### config.mk
export PLATFORM = sky130hd
export DESIGN_NAME = chan_packet_snap_ctrl
export DESIGN_NICKNAME = d
export VERILOG_FILES = /design/src/rtl/chan_packet_snap_ctrl.sv
export SDC_FILE = /design/constraint.sdc
export NUM_CORES = 1
export LEC_CHECK = 0
export CAP_MARGIN = 5
export CORE_ASPECT_RATIO = 1.2
export CORE_MARGIN = 5
export CORE_UTILIZATION = 42
export CTS_BUF_LIST = sky130_fd_sc_hd__clkbuf_16
export DETAILED_ROUTE_END_ITERATION = 8
export GPL_TIMING_DRIVEN = 0
export HOLD_SLACK_MARGIN = 0.02
export MAX_ROUTING_LAYER = met4
export PLACE_DENSITY = 0.9
export SLEW_MARGIN = 20
export SYNTH_ARGS = -nofsm -noshare
export SYNTH_HDL_FRONTEND = slang
export SYNTH_SLANG_ARGS = --single-unit
### constraint.sdc
create_clock -name user_clk -period 3.2 [get_ports user_clk]
set_input_delay 0.64 -clock user_clk [delete_from_list [all_inputs] [get_ports user_clk]]
set_output_delay 0.64 -clock user_clk [all_outputs]
set_load 0.005 [all_outputs]
### src/rtl/chan_packet_snap_ctrl.sv
// chan_packet_snap_ctrl: sequences snapshot captures of the channelizer packet
// stream into the snap BRAM. Software arms it through the startSnap control
// word and polls completion through the status word.
//
// Handshake: din is accepted only on cycles where din_valid=1 and the
// sequencer is collecting (CAPTURE, or ARMED while ext_trig=1). There is no
// back-pressure. Each accepted word appears on the BRAM write port exactly one
// cycle later as a single bram_we pulse.
module chan_packet_snap_ctrl #(
  parameter int ADDR_W = 10,
  parameter int DATA_W = 32
) (
  input  logic              user_clk,
  input  logic              user_rst,
  input  logic [31:0]       ctrl_reg,
  input  logic [DATA_W-1:0] din,
  input  logic              din_valid,
  input  logic              ext_trig,
  output logic [ADDR_W-1:0] bram_addr,
  output logic              bram_we,
  output logic [DATA_W-1:0] bram_din,
  output logic              busy,
  output logic              done,
  output logic [31:0]       status_out
);

  typedef enum logic [1:0] {
    S_IDLE    = 2'd0,
    S_ARMED   = 2'd1,
    S_CAPTURE = 2'd2,
    S_DONE    = 2'd3
  } state_t;

  state_t              r_state;
  state_t              w_state_nxt;
  logic                r_arm_q;
  logic [ADDR_W-1:0]   r_len;
  logic [ADDR_W:0]     r_cnt;
  logic [ADDR_W-1:0]   r_addr;
  logic                r_we;
  logic [DATA_W-1:0]   r_din;

  logic                w_arm_edge;
  logic                w_abort;
  logic                w_start;
  logic                w_wr;
  logic                w_last;
  logic [1:0]          w_state_bits;
  logic [15:0]         w_words;
  logic                w_unused;

  // Only arm, use_trig, abort and the length field carry meaning.
  assign w_unused = ^ctrl_reg;

  // A held arm level must not restart a capture; only its rising edge does.
  assign w_arm_edge = ctrl_reg[0] & ~r_arm_q;
  assign w_abort    = ctrl_reg[2];
  assign w_start    = w_arm_edge & ~w_abort &
                      ((r_state == S_IDLE) | (r_state == S_DONE));

  // The trigger cycle itself already collects data when din_valid is high.
  assign w_wr   = ~w_abort & din_valid &
                  ((r_state == S_CAPTURE) | ((r_state == S_ARMED) & ext_trig));
  // r_cnt counts words already accepted, so this word is number r_cnt+1.
  assign w_last = w_wr & (r_cnt == {1'b0, r_len});

  // Next-state selection; abort dominates everything including a new arm edge.
  always_comb begin
    w_state_nxt = r_state;
    if (w_abort) begin
      w_state_nxt = S_IDLE;
    end else begin
      case (r_state)
        S_IDLE, S_DONE: begin
          if (w_arm_edge) w_state_nxt = ctrl_reg[1] ? S_ARMED : S_CAPTURE;
        end
        S_ARMED: begin
          if (ext_trig) w_state_nxt = w_last ? S_DONE : S_CAPTURE;
        end
        S_CAPTURE: begin
          if (w_last) w_state_nxt = S_DONE;
        end
        default: w_state_nxt = S_IDLE;
      endcase
    end
  end

  // State register.
  always_ff @(posedge user_clk) begin
    if (user_rst) r_state <= S_IDLE;
    else          r_state <= w_state_nxt;
  end

  // Arm-edge history, latched length, word counter and the BRAM write stage.
  always_ff @(posedge user_clk) begin
    if (user_rst) begin
      r_arm_q <= 1'b0;
      r_len   <= '0;
      r_cnt   <= '0;
      r_addr  <= '0;
      r_we    <= 1'b0;
      r_din   <= '0;
    end else begin
      r_arm_q <= ctrl_reg[0];
      r_we    <= w_wr;
      if (w_wr) begin
        r_addr <= r_cnt[ADDR_W-1:0];
        r_din  <= din;
        r_cnt  <= r_cnt + 1'b1;
      end
      if (w_abort) begin
        r_cnt <= '0;
      end else if (w_start) begin
        r_cnt <= '0;
        r_len <= ctrl_reg[16 +: ADDR_W];
      end
    end
  end

  assign w_state_bits = r_state;
  assign w_words      = {{(15 - ADDR_W){1'b0}}, r_cnt};

  assign bram_addr  = r_addr;
  assign bram_we    = r_we;
  assign bram_din   = r_din;
  assign busy       = (r_state == S_ARMED) | (r_state == S_CAPTURE);
  assign done       = (r_state == S_DONE);
  assign status_out = {w_state_bits, done, 13'b0, w_words};

endmodule

Word level (Yosys, flattened, before mapping)

Index checks and enable logic that the tools add are counted.

Word-level logic and storage cells: 39
Bits of input ports: 68
Register bits after elaboration: 67
Output and inout port bits: 77

Reductions and logical operators: 6
Add/sub/neg operators: 1
Eq/ne operators: 7
Bitwise logic cells: 12
Mux-type cells: 6

Operators by type and width:

| cell                    | number |
|---|---|
| $add A11 B1 Y11 const B | 1 |
| $eq A11 B10 Y1          | 1 |
| $mux W2                 | 4 |
| $and A1 B1 Y1           | 7 |
| $ne A2 B2 Y1 const B    | 3 |
| $pmux W2 S3             | 1 |
| $eq A2 B2 Y1 const B    | 2 |
| $reduce_or A2 Y1        | 2 |
| $or A1 B1 Y1            | 3 |
| $reduce_and A3 Y1       | 1 |
| $reduce_or A3 Y1        | 1 |
| $eq A2 B1 Y1 const B    | 1 |
| $logic_not A2 Y1        | 1 |
| $not A1 Y1              | 2 |
| $reduce_and A2 Y1       | 1 |
| $mux W1                 | 1 |

Longest topological paths before layout

Gate-level depths: netlist of the first run.

Depth after elaboration: 8
Gate-level depth with buffers: 8
Mapped depth without buffers: 7

Least setup slack after synthesis of the first run

Ideal clock, no wire load.

Kind: input to register
Start: input port ctrl_reg[2]
End: register r_state[1]
Setup time: 0.122 ns
Stages on the path: 5
Path slack: 1.022 ns
Path buffers: 1
Arrival time: 2.057 ns
Path through: nand2b_1 -> or2_2 -> clkbuf_1 -> o41a_1 -> o311a_1

Longest elaborated chain between the ends: 6
Elaborated cells between the ends (all ways): 7
Classes of those cells: eq/ne (1); bitwise (4); reduce/logical (2)

RTL lines:

| item                        | RTL line | RTL |
|---|---|---|
| from (decl)                 | 15       | `input logic [31:0] ctrl_reg,` |
| $not A1 Y1 (no line)        | --       |  |
| $and A1 B1 Y1 (2 in a row)  | 62       | `assign w_wr = ~w_abort & din_valid &` |
| $and A1 B1 Y1               | 65       | `assign w_last = w_wr & (r_cnt == {1'b0, r_len});` |
| $ne A2 B2 Y1 (no line)      | --       |  |
| $reduce_and A3 Y1 (no line) | --       |  |
| to (signal assigned)        | 91       | `else r_state <= w_state_nxt;` |
| to (decl)                   | 34       | `state_t r_state;` |

Parallel ways exist; a longest one is shown, timed or not.
A chain may end at the register's enable or synchronous reset.

Worst setup path in the final report of the first run

Start: input port ctrl_reg[2]
End: register r_state[0]

Longest elaborated chain between the ends: 7
Elaborated cells between the ends (all ways): 10
Classes of those cells: eq/ne (1); mux (3); bitwise (4); reduce/logical (2)

RTL lines:

| item                       | RTL line | RTL |
|---|---|---|
| $not A1 Y1 (no line)       | --       |  |
| $and A1 B1 Y1 (2 in a row) | 62       |  |
| $and A1 B1 Y1              | 65       |  |
| $mux W1                    | 78       | `if (ext_trig) w_state_nxt = w_last ? S_DONE : S_CAPTURE;` |
| $mux W2                    | 78       |  |
| $pmux W2 S3                | 73       | `case (r_state)` |

Parallel ways exist; a longest one is shown, timed or not. The select of a mux whose other input is x is not followed.

==> qor.yml, run 1 <==
floorplanning:
  io_pins: 145
  core_um2: 6410
  die_x_um: 83.9
  die-area_um2: 8270
  start_util_pct: 42.9
  die_y_um: 98.6
  rows: 32
timing:
  rsz0062_at_grt: "no"
  setup_tns_ns: 0
  maxSlewViolCount: 0
  worst_slew_pin_slew_ns: 0.769
  finalCritPeriodShare_pct: 81.3
  fmax_ghz: 0.384
  finalCriticalPeriod_ns: 2.60
  clock_skew_ns: 0.00784
  hold_viol: 0
  hold_slack_ns: 0.451
  slew_headroom_pct: 48.3
  setup_viol: 0
power_and_ir_drop:
  p_int_mw: 1.55
  seqPwrFrac_pct: 43.8
  p_clk_share_pct: 45.9
  p_leak_nw: 1.57
  switchingPower_uw: 420
  ir_worst_vdd_v: 0.000371
  cellPowerDensity_nw_per_um2: 463
  switching_share_pct: 21.3
  combPwrFrac_pct: 10.3
detailed_routing:
  route.antenna.remaining_nets: 0
  post-route-drc-count: 0
  route.vias.total: 2617
  wl_per_cell_um: 13.3
  avgViaCountPerCell: 4.62
  first_pass_iters: 4
  first_iter_violations: 85
  drt-total-wl_um: 7530
flow_run:
  cap_violations: 0
logic_synthesis:
  ys_seq_area_share_pct: 48.8
  syn_area_um2: 2750
  syn_area_per_cell_um2: 7.99
  synth.distinct_cells: 31
  synth_edf_count: 0
  ys_seq_elements: 67
  ys_warn_count: 0
  synthArstFlopShare_pct: 0
  ys.flop_type: "dfxtp_1"
  netlist_instances: 344
worst_setup_path:
  critPathKind: "input port to flip-flop"
  cp.arrival_ns: 2.82
  cp.required_ns: 3.42
  slowest_stage: "o41ai_1"
  endpoint_kind: "flip-flop"
  cp_cell_sequence: "clkdlybuf4s50_1, nand2b_1, or2_2, clkbuf_1, o41ai_1, o21ai_0, o41ai_2"
  critPathBufInv: 2
  critPathTopFamily: "compound AO/OA/AOI/OAI gates"
  cp_slowest_stage_delay_ns: 0.53
  cp_max_fo: 10
  cp-start-kind: "input port"
clock_network:
  h-tree-depth: 3
  cts_setup_buffers: 0
  cts_sinks: 67
  cts_resized: 0
  clock_latency_ns: 0.32
  cts.hold.buffers_added: 0
  clk_pin_slew_worst_paths_ns: 0.05
  root_buffer: "clkbuf_16"
  numCtsBuffers: 9
  cts_buffer_depth: 2
  cts_tree: "yes"
global_routing:
  busiest_layer: "met2"
  use_met1_pct: 19.6
  grtUsageMet3_pct: 3.26
  gr-total-overflow: 0
  antenna_found_initial: 0
  met2_usage_pct: 30.8
  grt_pass1_wl_um: 11800
  track_usage_pct: 18.4
  grt_pass1_vias: 2607
  grt_start_max_net_pins: 11
layout:
  design_area_um2: 4260
  final_net_count: 550
  drive_above_1_share_pct: 6.85
  diodes: 0
  final_cell_mix: "nand2_1, clkdlybuf4s50_1, dfxtp_1, a21oi_1, buf_4"
  area_growth_pct: 54.7
  layout_commonest_cell: "nand2_1"
placed_design:
  portBuffers: 106
  dp.final_hpwl_um: 5750
  placed_cell_area_um2: 3980
  gp_congestion: 0.857
hold_path:
  hp-class: "flip-flop to flip-flop"
status:
  status: "finished, final reports clean"
-- through the flow --
stage	util [%]	setup WS [ns]	std cells	power (mW)
after global placement	62.1	0.361	552	1.07
after detailed placement	62.1	0.264	552	1.08
after floorplan	-	1.02	361	0.975
after CTS	66.4	0.595	567	1.99
after global routing	66.4	0.509	567	2.04
final	66.4	0.599	567	1.97
-- worst reg2reg max path: stages, from the launching register on --
cell and delay, ns:
dfxtp_1 0.39, ha_1 0.22, a21oi_1 0.11, or2_2 0.28
clkbuf_1 0.24, o41ai_1 0.53, o21ai_0 0.22, o41ai_2 0.23
-- sequential cells by signal (all words and copies together) (netlist names) --
name	count
bram_din	32
r_cnt	11
bram_addr	10
r_len	10
r_state	2
bram_we	1
r_arm_q	1
-- power groups by stage --
stage | clock, mW | sequential, mW | combinational (mW)
detailed placement | 0 | 0.881 | 0.200
global route | 0.957 | 0.865 | 0.221
floorplan | 0 | 0.880 | 0.0954
global placement | 0 | 0.880 | 0.194
CTS | 0.927 | 0.863 | 0.202
finish | 0.905 | 0.863 | 0.203
-- synthesized netlist by cell type, types with 3 or more instances --
| master | n | area [µm²] |
|---|---|---|
| nor2_1 | 15 | 56.3 |
| inv_1 | 6 | 22.5 |
| ha_1 | 4 | 50.1 |
| nand4_1 | 5 | 31.3 |
| clkbuf_1 | 17 | 63.8 |
| dfxtp_1 | 67 | 1340 |
| xnor2_1 | 10 | 87.6 |
| buf_4 | 19 | 143 |
| a21oi_1 | 54 | 270 |
| xor2_1 | 10 | 87.6 |
| nand2_1 | 112 | 420 |
| nand3_1 | 3 | 15.0 |
-- kinds of logic (layout without fill, tap and decap cells) --
group                      count (synthesis)  count (layout)  share of synthesized area (%)
xor gates and xnor gates                  20              20                           6.37
adders and majority gates                  4               4                           1.82
buffers and inverters                     43             164                           8.46
other                                      1              18                          0.136
AOI/OAI and AO/OA                         62              62                           12.4
DFF                                       67              67                           48.8
and+or+nand+nor                          147             147                           22.1
-- final timing paths --
kind,startpoint,to,slack (ns),cells after the start
max,ctrl_reg[2],r_state[0]$_SDFFE_PP0P_,0.60,7
min,bram_addr[7]$_SDFFE_PP0P_,bram_addr[7]$_SDFFE_PP0P_,0.45,2
max reg2reg,r_state[0]$_SDFFE_PP0P_,r_state[0]$_SDFFE_PP0P_,0.89,7
min reg2reg,bram_addr[7]$_SDFFE_PP0P_,bram_addr[7]$_SDFFE_PP0P_,0.45,2
-- layout make-up --
| cell class | count | area (µm²) |
|---|---|---|
| inverter | 6 | 22.5 |
| clock buffer | 9 | 225 |
| tap | 85 | 106 |
| clock inverter | 6 | 48.8 |
| buffer | 37 | 210 |
| fill | 554 | 2150 |
| multi-input combinational | 251 | 1240 |
| timing repair buffer | 106 | 1060 |
| sequential | 67 | 1340 |
-- per-layer routing --
layer  vias to the layer above  routed length (µm)  part of all wire, %
li1                       1345                   -                    -
met4                         0                 325                  4.3
met3                        25                 404                  5.4
met2                       102                3690                   49
met5                         -                   0                    0
met1                      1145                3110                   41
Note: power is estimated with default switching activity, not from simulation.
==> inputs of run 2 (changes only) <==
--- a/config.mk
+++ b/config.mk
@@ -8,13 +8,13 @@
 export CAP_MARGIN = 5
 export CORE_ASPECT_RATIO = 1.2
 export CORE_MARGIN = 5
-export CORE_UTILIZATION = 42
+export CORE_UTILIZATION = 35
 export CTS_BUF_LIST = sky130_fd_sc_hd__clkbuf_16
 export DETAILED_ROUTE_END_ITERATION = 8
 export GPL_TIMING_DRIVEN = 0
 export HOLD_SLACK_MARGIN = 0.02
 export MAX_ROUTING_LAYER = met4
-export PLACE_DENSITY = 0.9
+export PLACE_DENSITY = 0.81
 export SLEW_MARGIN = 20
 export SYNTH_ARGS = -nofsm -noshare
 export SYNTH_HDL_FRONTEND = slang
==> constraint.sdc (replaced) <==
create_clock -name user_clk -period 2.1 [get_ports user_clk]
set_input_delay 0.42 -clock user_clk [delete_from_list [all_inputs] [get_ports user_clk]]
set_output_delay 0.42 -clock user_clk [all_outputs]
set_load 0.005 [all_outputs]
==> run 2 against run 1 <==
Clock skew shrank 0.0031 ns. Clock-buffer cell count is the same. Critical path type is now flip-flop to primary output. Wire length shrank 0.78%. Highest routed layer unchanged.
==> qor.yml, run 2 (synthesis results as in run 1) <==
detailed_routing:
  dr_wl_met3_um: 550  # +36%
  route.antenna.remaining_nets: 0  # unchanged
  highest_layer: "met4"
  route.vias.total: 2605  # -0.46%
  post-route-drc-count: 0  # unchanged
  met2_length_um: 3730  # +1.2%
  avgViaCountPerCell: 4.54  # -1.7%
  first_iter_violations: 125  # +47%
  wl_per_cell_um: 13.0  # -2.0%
  drt-total-wl_um: 7470  # -0.78%
  wl_met1_um: 3050  # -2.1%
  first_pass_iters: 4  # unchanged
clock_network:
  cts_sinks: 67  # unchanged
  cts.hold.buffers_added: 0  # unchanged
  h-tree-depth: 3  # unchanged
  clock_latency_ns: 0.32  # about the same
  root_buffer: "clkbuf_16"
  clk_pin_slew_worst_paths_ns: 0.05  # about the same
  numCtsBuffers: 9  # unchanged
  cts_buffer_depth: 2  # unchanged
  cts_tree: "yes"
placed_design:
  place_inst: 559  # +1.3%
  portBuffers: 106  # unchanged
  dp.final_hpwl_um: 5790  # +0.73%
  post-place-ws_ns: -0.565  # -0.829 ns
  gp_congestion: 0.808  # -5.7%
  placed_cell_area_um2: 3990  # +0.22%
worst_setup_path:
  r2r-end: "r_state[1]$_SDFFE_PP0P_"
  endpoint_kind: "primary output"
  path_depth: 4  # -3
  critPathTopFamily: "buffers and inverters"
  cp-start-kind: "flip-flop"
  reg2regPathDepth: 4  # -3
  critPathKind: "flip-flop to primary output"
  cp_max_fo: 5  # -5
  endpoint: "busy"
  slowest_stage: "clkdlybuf4s50_1"
  critPathBufInv: 3  # +1
  reg2reg_setup_slack_ns: 0.06  # -0.83 ns
  cp_cell_sequence: "inv_1, ha_1, inv_2, clkdlybuf4s50_1"
  cp_slowest_stage_delay_ns: 0.50  # -0.03 ns
  cp.required_ns: 1.68  # -1.74 ns
  cp.arrival_ns: 1.64  # -1.18 ns
  r2r_start: "r_cnt[9]$_SDFFE_PP0P_"
  cp-startpoint: "r_state[0]$_SDFFE_PP0P_"
global_routing:
  gr-total-overflow: 0  # unchanged
  track_usage_pct: 15.6  # -2.9 points
  antenna_found_initial: 0  # unchanged
  grt_start_max_net_pins: 12  # +1
  grt_pass1_wl_um: 12000  # +0.99%
  grt_pass1_vias: 2465  # -5.4%
power_and_ir_drop:
  p_clk_share_pct: 46.7  # +0.8 points
  ir_worst_vdd_v: 0.000509  # +37%
  combPwrFrac_pct: 10.1  # -0.2 points
  cellPowerDensity_nw_per_um2: 709  # +53%
  switchingPower_uw: 666  # +58%
  p_leak_nw: 1.59  # +1.1%
  p_int_mw: 2.38  # +53%
  seqPwrFrac_pct: 43.2  # -0.6 points
  switching_share_pct: 21.9  # +0.57 points
hold_path:
  hp-class: "flip-flop to flip-flop"
  hold_depth: 2  # unchanged
layout:
  fin_cells: 574  # +1.2%
  final_cell_mix: "nand2_1, clkdlybuf4s50_1, dfxtp_1, a21oi_1, buf_4"
  layout_commonest_cell: "nand2_1"
  area_growth_pct: 56.0
  diodes: 0  # unchanged
  final_net_count: 549  # -0.18%
  design_area_um2: 4290  # +0.79%
  fill_cells: 698  # +26%
  drive_above_1_share_pct: 9.13  # +2.3 points
  post-route-util_pct: 56.0  # -10 points
  largest_register_ffs: 32  # unchanged
timing:
  worst_slew_pin_slew_ns: 0.560  # -0.208 ns
  hold_slack_ns: 0.452  # +0.000531 ns
  fin_ws_ns: 0.0420  # -0.557 ns
  maxSlewViolCount: 0  # unchanged
  slew_headroom_pct: 62.5  # +14 points
  rsz0062_at_grt: "yes"
  finalCriticalPeriod_ns: 2.06
  finalCritPeriodShare_pct: 98.0
  clock_skew_ns: 0.00473  # -0.00311 ns
  setup_viol: 0  # unchanged
  fmax_ghz: 0.486
  hold_viol: 0  # unchanged
floorplanning:
  core_um2: 7660  # +20%
  rows: 35  # +9.4%
  start_util_pct: 35.9  # -7.0 points
  die_y_um: 107  # +8.6%
  die-area_um2: 9740  # +18%
  die_x_um: 90.9  # +8.4%
  io_pins: 145  # unchanged
flow_run:
  cap_violations: 0  # unchanged
status:
  status: "finished, final reports clean"
run 2: area by class of cell:
cell class	instances	area [µm²]	share of cell area [%]
plain buffers	36	211	4.93
clock buffers	9	225	5.25
clock inverters	7	60.1	1.40
inverters	6	22.5	0.525
multi-input cells	251	1250	29.1
flip-flops and latches	67	1350	31.4
well taps	92	115	2.68
repair buffers	106	1060	24.7
run 2: metal layers:
metal  up-vias  GRT usage (%)
met2        83           24.9
met3        10           3.51
li1       1345              -
met1      1167           18.2
met4         0           8.18
met5         -              -
run 2: tightest hold or removal path, delay by kind of cell, from the launching register on:
family	cells	cell delay [ns]
DFF	1	0.30
and+or+nand+nor	1	0.05
AOI/OAI and AO/OA	1	0.05
run 2: worst min path at each step:
stage | endpoint | slack [ns] | startpoint
6_report | bram_din[15]$_SDFFE_PP0P_ | 0.45 | bram_din[15]$_SDFFE_PP0P_
5_1_grt | bram_din[20]$_SDFFE_PP0P_ | 0.47 | bram_din[20]$_SDFFE_PP0P_
4_1_cts | bram_din[0]$_SDFFE_PP0P_ | 0.45 | bram_din[0]$_SDFFE_PP0P_
3_5_place_dp | bram_din[15]$_SDFFE_PP0P_ | 0.45 | bram_din[15]$_SDFFE_PP0P_
3_3_place_gp | bram_din[2]$_SDFFE_PP0P_ | 0.44 | bram_din[2]$_SDFFE_PP0P_
2_1_floorplan | r_len[0]$_SDFFE_PP0P_ | 0.45 | r_len[0]$_SDFFE_PP0P_
run 2: timing repair:
| action | 4_1_cts | 5_1_grt |
|---|---|---|
| endpoints found under the setup margin | 42 | 47 |
| hold endpoints to repair | 0 | 0 |
| pin swaps | 0 | 1 |
| setup buffers | 0 | 0 |
| resized for setup | 4 | 8 |
run 2: power by group through the flow:
| stage | Combinational, mW | Clock, mW | Sequential, mW |
|---|---|---|---|
| after global placement | 0.298 | 0 | 1.34 |
| final | 0.306 | 1.42 | 1.32 |
| after floorplan | 0.145 | 0 | 1.34 |
| after detailed placement | 0.304 | 0 | 1.34 |
| after global routing | 0.337 | 1.51 | 1.32 |
| after CTS | 0.306 | 1.46 | 1.31 |
run 2: stage by stage:
| stage | setup TNS [ns] | total power [mW] |
|---|---|---|
| finish | 0 | 3.04 |
| detailed placement | -14.50 | 1.65 |
| global route | -0.153 | 3.17 |
| global placement | -13.13 | 1.64 |
| CTS | 0 | 3.08 |
| floorplan | 0 | 1.49 |
==> inputs of run 3 (changes only) <==
--- a/config.mk
+++ b/config.mk
@@ -8,13 +8,13 @@
 export CAP_MARGIN = 5
 export CORE_ASPECT_RATIO = 1.2
 export CORE_MARGIN = 5
-export CORE_UTILIZATION = 35
+export CORE_UTILIZATION = 39
 export CTS_BUF_LIST = sky130_fd_sc_hd__clkbuf_16
 export DETAILED_ROUTE_END_ITERATION = 8
 export GPL_TIMING_DRIVEN = 0
 export HOLD_SLACK_MARGIN = 0.02
 export MAX_ROUTING_LAYER = met4
-export PLACE_DENSITY = 0.81
+export PLACE_DENSITY = 0.85
 export SLEW_MARGIN = 20
 export SYNTH_ARGS = -nofsm -noshare
 export SYNTH_HDL_FRONTEND = slang
==> constraint.sdc (replaced) <==
create_clock -name user_clk -period 2.3 [get_ports user_clk]
set_input_delay 0.46 -clock user_clk [delete_from_list [all_inputs] [get_ports user_clk]]
set_output_delay 0.46 -clock user_clk [all_outputs]
set_load 0.005 [all_outputs]
==> run 3 against run 2 <==
Hold slack about the same. Critical endpoint unchanged. Die area down 9.2%. Non-clock buffer count unchanged. Sequential power shrank 9%. Clock skew shrank 0.0011 ns. Critical path depth unchanged. Global-route usage up 2.2 points. Largest cell class unchanged. Setup slack improved by 0.041 ns.
==> qor.yml, run 3 (synthesis results as in run 1) <==
detailed_routing:
  post-route-drc-count: 0  # unchanged
  first_pass_iters: 4  # unchanged
  route.vias.total: 2673  # +2.6%
  first_iter_violations: 80  # -36%
  avgViaCountPerCell: 4.70  # +3.5%
  route.antenna.remaining_nets: 0  # unchanged
  wl_per_cell_um: 13.6  # +4.2%
  drt-total-wl_um: 7720  # +3.3%
worst_setup_path:
  cp-start-kind: "flip-flop"
  cp_max_fo: 5  # unchanged
  endpoint: "busy"
  reg2regPathDepth: 5  # +1
  critPathKind: "flip-flop to primary output"
  cp.arrival_ns: 1.76  # +0.12 ns
  cp-startpoint: "r_state[0]$_SDFFE_PP0P_"
  r2r-end: "r_state[0]$_SDFFE_PP0P_"
  r2r_start: "r_cnt[9]$_SDFFE_PP0P_"
  cp.required_ns: 1.84  # +0.16 ns
  reg2reg_setup_slack_ns: 0.23  # +0.17 ns
  endpoint_kind: "primary output"
clock_network:
  cts.hold.buffers_added: 0  # unchanged
  cts_sinks: 67  # unchanged
  cts_buffer_depth: 2  # unchanged
  root_buffer: "clkbuf_16"
  clk_pin_slew_worst_paths_ns: 0.05  # about the same
  cts_resized: 0  # -4
  h-tree-depth: 3  # unchanged
  numCtsBuffers: 9  # unchanged
  cts_setup_buffers: 0  # unchanged
  cts_tree: "yes"
  clock_latency_ns: 0.32  # about the same
timing:
  slew_headroom_pct: 46.0  # -16 points
  maxSlewViolCount: 0  # unchanged
  fmax_ghz: 0.451
  setup_viol: 0  # unchanged
  setup_tns_ns: 0  # unchanged
  hold_viol: 0  # unchanged
  finalCriticalPeriod_ns: 2.22
  rsz0062_at_grt: "yes"
  worst_slew_pin_slew_ns: 0.802  # +0.242 ns
  clock_skew_ns: 0.00367  # -0.00105 ns
  finalCritPeriodShare_pct: 96.4
floorplanning:
  start_util_pct: 40.1  # +4.2 points
  die_x_um: 86.7  # -4.7%
  io_pins: 145  # unchanged
  core_um2: 6850  # -11%
  rows: 33  # -5.7%
  die-area_um2: 8840  # -9.2%
  die_y_um: 102  # -4.8%
power_and_ir_drop:
  p_leak_nw: 1.56  # -1.5%
  seqPwrFrac_pct: 45.1  # +1.9 points
  switching_share_pct: 22.8  # +0.90 points
  p_int_mw: 2.06  # -13%
  switchingPower_uw: 607  # -8.8%
  p_clk_share_pct: 44.4  # -2.3 points
  ir_worst_vdd_v: 0.000373  # -27%
  cellPowerDensity_nw_per_um2: 628  # -11%
  combPwrFrac_pct: 10.5  # +0.4 points
placed_design:
  portBuffers: 106  # unchanged
  dp.final_hpwl_um: 5960  # +2.9%
  place_inst: 554  # -0.89%
  gp_congestion: 0.793  # -1.9%
status:
  status: "finished, final reports clean"
flow_run:
  cap_violations: 0  # unchanged
global_routing:
  antenna_found_initial: 0  # unchanged
  grt_pass1_vias: 2632  # +6.8%
  grt_pass1_wl_um: 12000  # +0.81%
  track_usage_pct: 17.8  # +2.2 points
  grt_start_max_net_pins: 12  # unchanged
  gr-total-overflow: 0  # unchanged
layout:
  final_cell_mix: "nand2_1, clkdlybuf4s50_1, dfxtp_1, a21oi_1, buf_4"
  largest_register_ffs: 32  # unchanged
  fin_cells: 569  # -0.87%
  layout_commonest_cell: "nand2_1"
  final_net_count: 549  # unchanged
  diodes: 0  # unchanged
  area_growth_pct: 54.3
  drive_above_1_share_pct: 7.68  # -1.5 points
hold_path:
  hp-class: "flip-flop to flip-flop"
  hold_start: "bram_din[2]$_SDFFE_PP0P_"
[run 3: worst min-delay path by stage]
stage / end / slack [ns] / cells after the start
finish: bram_din[2]$_SDFFE_PP0P_ / 0.45 / 2
global route: bram_addr[9]$_SDFFE_PP0P_ / 0.48 / 2
CTS: bram_din[2]$_SDFFE_PP0P_ / 0.45 / 2
detailed placement: bram_din[29]$_SDFFE_PP0P_ / 0.45 / 2
global placement: bram_din[5]$_SDFFE_PP0P_ / 0.44 / 2
floorplan: r_len[0]$_SDFFE_PP0P_ / 0.45 / 2
[run 3: power by group through the flow]
stage | sequential [mW] | combinational [mW] | clock, mW
final | 1.20 | 0.280 | 1.18
after global routing | 1.20 | 0.307 | 1.25
after CTS | 1.20 | 0.279 | 1.20
after detailed placement | 1.23 | 0.277 | 0
after global placement | 1.22 | 0.271 | 0
after floorplan | 1.22 | 0.133 | 0
[run 3: final cells by class]
type                    count  area (µm²)
flip-flops and latches     67        1340
plain buffers              36         206
repair buffers            106        1060
clock inverters             7        35.0
clock buffers               9         225
fillers                   617        2610
inverters                   6        22.5
multi-input cells         251        1240
well taps                  87         109
[run 3: worst max-delay path, cell delays in order, from the launching register on]
cell and delay (ns):
dfxtp_1 0.42, inv_1 0.07, ha_1 0.34, inv_1 0.11, clkdlybuf4s50_1 0.51
[run 3: per-stage QoR]
step | power (mW) | util (%) | instance area, µm² | worst slack [ns] | hold slack [ns]
after CTS | 2.69 | 61.9 | 4240 | 0.0469 | 0.455
final | 2.66 | 61.9 | 4240 | 0.0827 | 0.452
after global placement | 1.49 | 58.1 | 3980 | -0.357 | 0.440
after floorplan | 1.36 | - | 2810 | 0.263 | 0.448
after detailed placement | 1.50 | 58.1 | 3980 | -0.444 | 0.448
after global routing | 2.76 | 61.9 | 4240 | -0.0425 | 0.477
[run 3: per-layer routing]
layer	vias to the layer above	wire length [µm]	global-route usage (%)
met5	-	0	-
met4	0	223	9.59
met3	17	407	3.31
met2	79	4010	31.3
met1	1228	3070	18.9
li1	1349	-	-
